$ cat src/rtl/wb_commit_unit.sv
// ============================================================================
// wb_commit_unit
// ----------------------------------------------------------------------------
// Write-back end of the MEM/WB pipeline register. Commits wb_* signals to the
// architectural state (GPR file, HI/LO, LLbit). It also serves the two
// decode-stage GPR read ports and counts committed write events.
//
// Ports
//   clk              rising-edge clock
//   rst              asynchronous reset, active-low (0 = reset)
//   wb_wd/wb_wreg/wb_wdata        GPR write address / enable / data
//   wb_hi/wb_lo/wb_whilo          HI/LO write data / joint enable
//   wb_LLbit_we/wb_LLbit_value    LLbit write enable / value
//   flush            exception flush; clears LLbit (wins over wb_LLbit_we)
//   re1/raddr1/rdata1, re2/raddr2/rdata2   combinational GPR read ports
//   hi_o/lo_o/LLbit_o                      current HI / LO / LLbit
//   commit_cnt       committed-write-event counter (wraps silently)
//
// Configuration
//   WB_BYPASS_EN     when defined, enables same-cycle forwarding of the write
//                    being committed onto the read ports, HI/LO and LLbit.
//                    Forwarding is disabled while rst is low.
//                    When undefined, the outputs show stored state only.
// ============================================================================
module wb_commit_unit #(
    parameter int DATA_W   = 32,
    parameter int ADDR_W   = 5,
    parameter int NUM_REGS = 32
) (
    input  logic              clk,
    input  logic              rst,
    input  logic [ADDR_W-1:0] wb_wd,
    input  logic              wb_wreg,
    input  logic [DATA_W-1:0] wb_wdata,
    input  logic [DATA_W-1:0] wb_hi,
    input  logic [DATA_W-1:0] wb_lo,
    input  logic              wb_whilo,
    input  logic              wb_LLbit_we,
    input  logic              wb_LLbit_value,
    input  logic              flush,
    input  logic              re1,
    input  logic [ADDR_W-1:0] raddr1,
    input  logic              re2,
    input  logic [ADDR_W-1:0] raddr2,
    output logic [DATA_W-1:0] rdata1,
    output logic [DATA_W-1:0] rdata2,
    output logic [DATA_W-1:0] hi_o,
    output logic [DATA_W-1:0] lo_o,
    output logic              LLbit_o,
    output logic [DATA_W-1:0] commit_cnt
);

    logic [DATA_W-1:0] gpr_r [NUM_REGS];
    logic [DATA_W-1:0] hi_r;
    logic [DATA_W-1:0] lo_r;
    logic              llbit_r;
    logic [DATA_W-1:0] cnt_r;

    logic              gpr_we_s;
    logic              event_s;

    // Writes to r0 are discarded, so they neither modify state nor count.
    assign gpr_we_s = wb_wreg && (wb_wd != {ADDR_W{1'b0}});
    assign event_s  = gpr_we_s || wb_whilo || wb_LLbit_we;

    // GPR file: r0 is cleared on reset and never written afterwards.
    always_ff @(posedge clk or negedge rst) begin
        if (!rst) begin
            for (int i = 0; i < NUM_REGS; i++) begin
                gpr_r[i] <= {DATA_W{1'b0}};
            end
        end else if (gpr_we_s) begin
            gpr_r[wb_wd] <= wb_wdata;
        end else begin
            gpr_r[wb_wd] <= gpr_r[wb_wd];
        end
    end

    // HI/LO are always updated as a pair.
    always_ff @(posedge clk or negedge rst) begin
        if (!rst) begin
            hi_r <= {DATA_W{1'b0}};
            lo_r <= {DATA_W{1'b0}};
        end else if (wb_whilo) begin
            hi_r <= wb_hi;
            lo_r <= wb_lo;
        end else begin
            hi_r <= hi_r;
            lo_r <= lo_r;
        end
    end

    // LLbit: flush clears it with priority over a pending LL/SC write.
    always_ff @(posedge clk or negedge rst) begin
        if (!rst) begin
            llbit_r <= 1'b0;
        end else if (flush) begin
            llbit_r <= 1'b0;
        end else if (wb_LLbit_we) begin
            llbit_r <= wb_LLbit_value;
        end else begin
            llbit_r <= llbit_r;
        end
    end

    // Commit counter: one increment per cycle with any effective write; flush does not block it.
    always_ff @(posedge clk or negedge rst) begin
        if (!rst) begin
            cnt_r <= {DATA_W{1'b0}};
        end else if (event_s) begin
            cnt_r <= cnt_r + {{(DATA_W-1){1'b0}}, 1'b1};
        end else begin
            cnt_r <= cnt_r;
        end
    end

    assign commit_cnt = cnt_r;

`ifdef WB_BYPASS_EN
    // Read port 1 with forwarding of the GPR write committing this cycle.
    always_comb begin
        rdata1 = {DATA_W{1'b0}};
        if (re1 && (raddr1 != {ADDR_W{1'b0}})) begin
            if (rst && gpr_we_s && (wb_wd == raddr1)) begin
                rdata1 = wb_wdata;
            end else begin
                rdata1 = gpr_r[raddr1];
            end
        end else begin
            rdata1 = {DATA_W{1'b0}};
        end
    end

    // Read port 2 with forwarding of the GPR write committing this cycle.
    always_comb begin
        rdata2 = {DATA_W{1'b0}};
        if (re2 && (raddr2 != {ADDR_W{1'b0}})) begin
            if (rst && gpr_we_s && (wb_wd == raddr2)) begin
                rdata2 = wb_wdata;
            end else begin
                rdata2 = gpr_r[raddr2];
            end
        end else begin
            rdata2 = {DATA_W{1'b0}};
        end
    end

    // HI/LO and LLbit outputs with forwarding of this cycle's update.
    always_comb begin
        hi_o    = hi_r;
        lo_o    = lo_r;
        LLbit_o = llbit_r;
        if (rst && wb_whilo) begin
            hi_o = wb_hi;
            lo_o = wb_lo;
        end else begin
            hi_o = hi_r;
            lo_o = lo_r;
        end
        if (!rst) begin
            LLbit_o = llbit_r;
        end else if (flush) begin
            LLbit_o = 1'b0;
        end else if (wb_LLbit_we) begin
            LLbit_o = wb_LLbit_value;
        end else begin
            LLbit_o = llbit_r;
        end
    end
`else
    // Read port 1: stored state only.
    always_comb begin
        rdata1 = {DATA_W{1'b0}};
        if (re1 && (raddr1 != {ADDR_W{1'b0}})) begin
            rdata1 = gpr_r[raddr1];
        end else begin
            rdata1 = {DATA_W{1'b0}};
        end
    end

    // Read port 2: stored state only.
    always_comb begin
        rdata2 = {DATA_W{1'b0}};
        if (re2 && (raddr2 != {ADDR_W{1'b0}})) begin
            rdata2 = gpr_r[raddr2];
        end else begin
            rdata2 = {DATA_W{1'b0}};
        end
    end

    // HI/LO and LLbit outputs: stored state only.
    always_comb begin
        hi_o    = hi_r;
        lo_o    = lo_r;
        LLbit_o = llbit_r;
    end
`endif

endmodule
$ cat config.mk
export PLATFORM = sky130hd
export DESIGN_NAME = wb_commit_unit
export DESIGN_NICKNAME = d
export VERILOG_FILES = /design/src/rtl/wb_commit_unit.sv
export SDC_FILE = /design/constraint.sdc
export NUM_CORES = 2
export LEC_CHECK = 0
export CAP_MARGIN = 20
export CORE_MARGIN = 2
export CORE_UTILIZATION = 65
export DETAILED_ROUTE_END_ITERATION = 8
export PLACE_DENSITY = 0.85
export REMOVE_ABC_BUFFERS = 1
export SLEW_MARGIN = 25
export SYNTH_ARGS = -nofsm -noshare
export SYNTH_HDL_FRONTEND = slang
export SYNTH_SLANG_ARGS = --single-unit
$ cat constraint.sdc
create_clock -name clk -period 10.94 [get_ports clk]
set_input_delay 3.282 -clock clk [delete_from_list [all_inputs] [get_ports clk]]
set_output_delay 3.282 -clock clk [all_outputs]
set_load 0.05 [all_outputs]
==> Word level (Yosys, flattened, before mapping) <==
Cells that the tools add are included.
{ "op_classes": {"n_mux": 18, "n_reduce_logical": 10, "add_sub_neg": 1, "order_cmp": 4, "bitwise_logic": 3} }
{ "op_table": {"columns": ["op", "count"], "rows": [
  ["$bwmux W1024", 2],
  ["$mux W1024", 1],
  ["$bmux W32 S5", 3],
  ["$mux W32", 9],
  ["$demux W32 S5", 1],
  ["$add A32 B1 Y32 const B", 1],
  ["$ge A6 B6 Y1 const B", 3],
  ["$not A5 Y6", 3],
  ["$reduce_bool A5 Y1", 3],
  ["$lt A6 B1 Y1 const B", 1],
  ["$logic_and A1 B1 Y1", 4],
  ["$logic_or A1 B1 Y1", 2],
  ["$mux W1", 2],
  ["$reduce_bool A2 Y1", 1]
]} }
{ "word_totals": {"regBits": 1121, "input_bits": 120, "word_cells": 72} }

==> Depth between registers and ports, before layout <==
{ "depth": {"ltp_word": 7, "depth_mapped": 9, "mapped_depth_nobuf": 5} }

==> Least setup slack after synthesis <==
No wires, ideal clock.
{ "synth_path": {"path_kind": "in2out", "from": "in raddr1[0]", "to": "out rdata1[11]", "cell_stages": 8, "arrival_ns": 5.542, "path_slack_ns": 2.116, "required_ns": 7.658, "path_cell_list": "buf_2 -> buf_4 -> buf_2 -> buf_4 -> o31a_1 -> buf_1 -> nand2_1 -> a21oi_1"} }
{ "synth_via": {"elab_chain_cells": 5} }
{ "synth_lines": {"columns": ["item", "line_no", "rtl"], "rows": [
  ["from (decl)", "42", "input logic [ADDR_W-1:0] raddr1,"],
  ["$not A5 Y6 (not written as such)", "175", "rdata1 = gpr_r[raddr1];"],
  ["$bmux W32 S5", "175", null],
  ["$mux W32 (not written as such) (2 in series)", "175", null],
  ["$mux W32 *", "174", "if (re1 && (raddr1 != {ADDR_W{1'b0}})) begin"],
  ["to (decl)", "45", "output logic [DATA_W-1:0] rdata1,"]
]} }
Every way passes the cells marked *; elsewhere a longest branch is shown, timed or not. The select of a mux whose other input is x is not followed.

==> Worst setup path after layout <==
{ "layout_path": {"from": "in raddr1[2]", "to": "out rdata1[30]"} }
The elaborated chain is that of the path after synthesis.

==> impl_results.md <==
- Yosys warns: 0
- Row cnt: 117
- Worst-Margin Slew: 1.21 ns
- Core Region: 102000 um2
- R2R cell count: 5
- Post-route DRC: 0
- Final Critical Period: 10.16 ns
- Die H: 326 um
- Routed len/inst: 36.3 um
- Period utilization: 0.929
- Leakage Power: 30.9 nW
- Vias/cell: 7.88
- Htree depth: 3
- CTS resizes: 0
- DIE WIDTH: 326 um
- R2R Path Start: gpr_r[287]
- Post-synthesis cell count: 4801
- Hold Startpoint: gpr_r[1015]
- Hold path cells: 0
- Area Overhead vs Synth: 11.1%
- Sequential element share of the synthesized area: 0.417
- Commonest non-fill, non-tap cell in the layout: dfrtp_1
- Top_reg_cell synth: dfrtp_1
- GPL Wtd Cong: 0.894
- Number of global-route vias before repair: 50500
- Total of max-cap violations: 0
- Initial DRC count: 7268
- Kind of critical path: input port to primary output
- Maximum vdd drop: 0.161 mV
- TritonCTS clock tree: built
- Final hold violations: 0
- Post-route ant nets: 0
- Max FO, Critical Path: 12
- Core Util, Final: 0.731
- Critical path endpoint category: primary output
- Gr ovfl total: 0
- Gr usage total: 0.426
- Worst Hold Endpoint: gpr_r[1015]
- Class of the worst hold path: flop to flop
- TNS Setup: 0 ns
- Syn Std Cell Area: 67200 um2
- Share of layout cells above drive strength 1: 0.420
- Worst R2R Setup Slack: 8.56 ns
- Setup bufs post-CTS: 0
- TritonCTS Sinks: 1121
- Fill cell count: 6322
- Max Fclk: 0.0984 GHz
- Final WS setup: 0.780 ns
- Hold_ws: 0.421 ns
- WP data arrival: 6.88 ns
- Total wire length: 228000 um
- Routed via count: 49400
- Fraction of registers with async set/reset: 1.00
- Worst Skew: 0.0300 ns
- Number of buffers created by CTS: 118
- CTS clock-pin slew for the worst setup and hold paths: 0.06 ns
- Number of iterations in the first detailed-routing pass: 6
- Post-synth EDFFs: 0
- Clk_lat worst skew: 0.74 ns
- Pre-CTS setup slack: 0.946 ns
- CP required: 7.66 ns
- Root Buffer: clkbuf_16
- #FFs+latches synth: 1121
- Hold_buf cts: 0
- I/O pin count: 281
- Max Slew Vio Count: 0
- Pin count of the biggest net entering global routing: 160
- Post-DP HPWL: 129000 um
- RSZ-0062 raised after global routing: no
- R2r endpoint: gpr_r[671]
- Die area: 106000 um2
- Most frequent cells in the layout: dfrtp_1 (1121), mux2_2 (1066), mux2i_1 (562), mux4_2 (483), clkdlybuf4s50_1 (269)
- First-pass GRT wire length: 335000 um
- Clock tree buffer depth: 3
- Slew headroom: 0.196
- Initial antenna violation count: 6
- CP Launch Type: input port
- Syn_area_per_cell: 14.0 um2
- Starting Density: 0.658
- IO Port Bufs: 280
- Yosys cell types: 53
- Final #Nets: 4907
- PwrDens: 209 nW/um2
- Status: completed
- Final setup viols: 0
-- synthesized netlist by cell type, types with 26 or more instances --
master,n,area share
dfrtp_1,1121,0.42
mux2_2,1066,0.18
mux2i_1,562,0.084
mux4_2,483,0.16
clkbuf_1,257,0.014
o22ai_1,222,0.021
buf_2,140,0.010
buf_6,103,0.017
a22oi_1,100,0.011
a21oi_1,79,0.0059
a211oi_1,62,0.0069
a22o_1,60,0.0078
o221ai_1,58,0.0076
nand2_1,57,0.0032
nor2_1,57,0.0032
a211o_1,41,0.0053
buf_4,33,0.0037
a31oi_4,30,0.0095
nor4_2,30,0.0056
a211oi_2,27,0.0050
xnor2_1,26,0.0034
-- flip-flops by register name, indices dropped and copies added, names as in the netlist --
name and flops:
LLbit_o 1, commit_cnt 32, gpr_r 1024, hi_o 32, lo_o 32
-- metrics by stage --
stage	instance area [um2]	std cells	total power [W]
2_1_floorplan	64100	4245	0.00948
4_1_cts	74600	6254	0.0154
5_1_grt	74700	6255	0.0161
3_5_place_dp	70400	6033	0.0110
3_3_place_gp	70300	6032	0.0107
6_report	74700	6261	0.0156
-- cells by family after synthesis --
family | count (synthesis) | synth area share
buf+inv | 556 | 0.0470
compound gates | 712 | 0.0832
simple gates | 269 | 0.0243
mux | 2111 | 0.424
xor+xnor | 31 | 0.00404
flops | 1121 | 0.417
fa+ha+maj | 1 | 0.000186
-- final cells by class --
cell class,instances,area [um2],area share
diodes,6,15.0,0.000201
flip-flops and latches,1121,28100,0.376
clock inverters,53,812,0.0109
clock buffers,168,3460,0.0464
multi-input cells,3124,36400,0.487
well taps,1368,1710,0.0229
repair buffers,421,4230,0.0566
-- where the power goes --
| group | total (W) | leakage [nW] | internal (W) | switching, W |
|---|---|---|---|---|
| Clock | 0.00446 | 2.10 | 0.00267 | 0.00179 |
| Sequential | 0.00660 | 13.9 | 0.00535 | 0.00124 |
| Combinational | 0.00453 | 14.9 | 0.00251 | 0.00201 |
-- routing by layer --
layer	share of wire	track usage	vias up
met1	0.34	0.547	25000
met4	0.083	0.296	11
met3	0.14	0.140	1275
met5	0.00056	0.00355	-
li1	-	-	18900
met2	0.43	0.617	4195
-- worst max-delay path by stage --
stage,startpoint,end,slack (ns)
2_1_floorplan,raddr2[2],rdata2[20],0.96
3_3_place_gp,raddr1[2],rdata1[0],0.97
3_5_place_dp,raddr1[2],rdata1[0],0.95
4_1_cts,raddr1[2],rdata1[0],0.94
5_1_grt,raddr1[2],rdata1[30],0.78
6_report,raddr1[2],rdata1[30],0.78
-- critical path: stages --
cell and delay (ns):
clkdlybuf4s50_1 0.74, or3_2 0.56, o31a_2 0.72, nand2_1 0.14
a21oi_1 0.50, clkdlybuf4s50_1 0.92
Note: power is estimated with default switching activity, not from simulation.
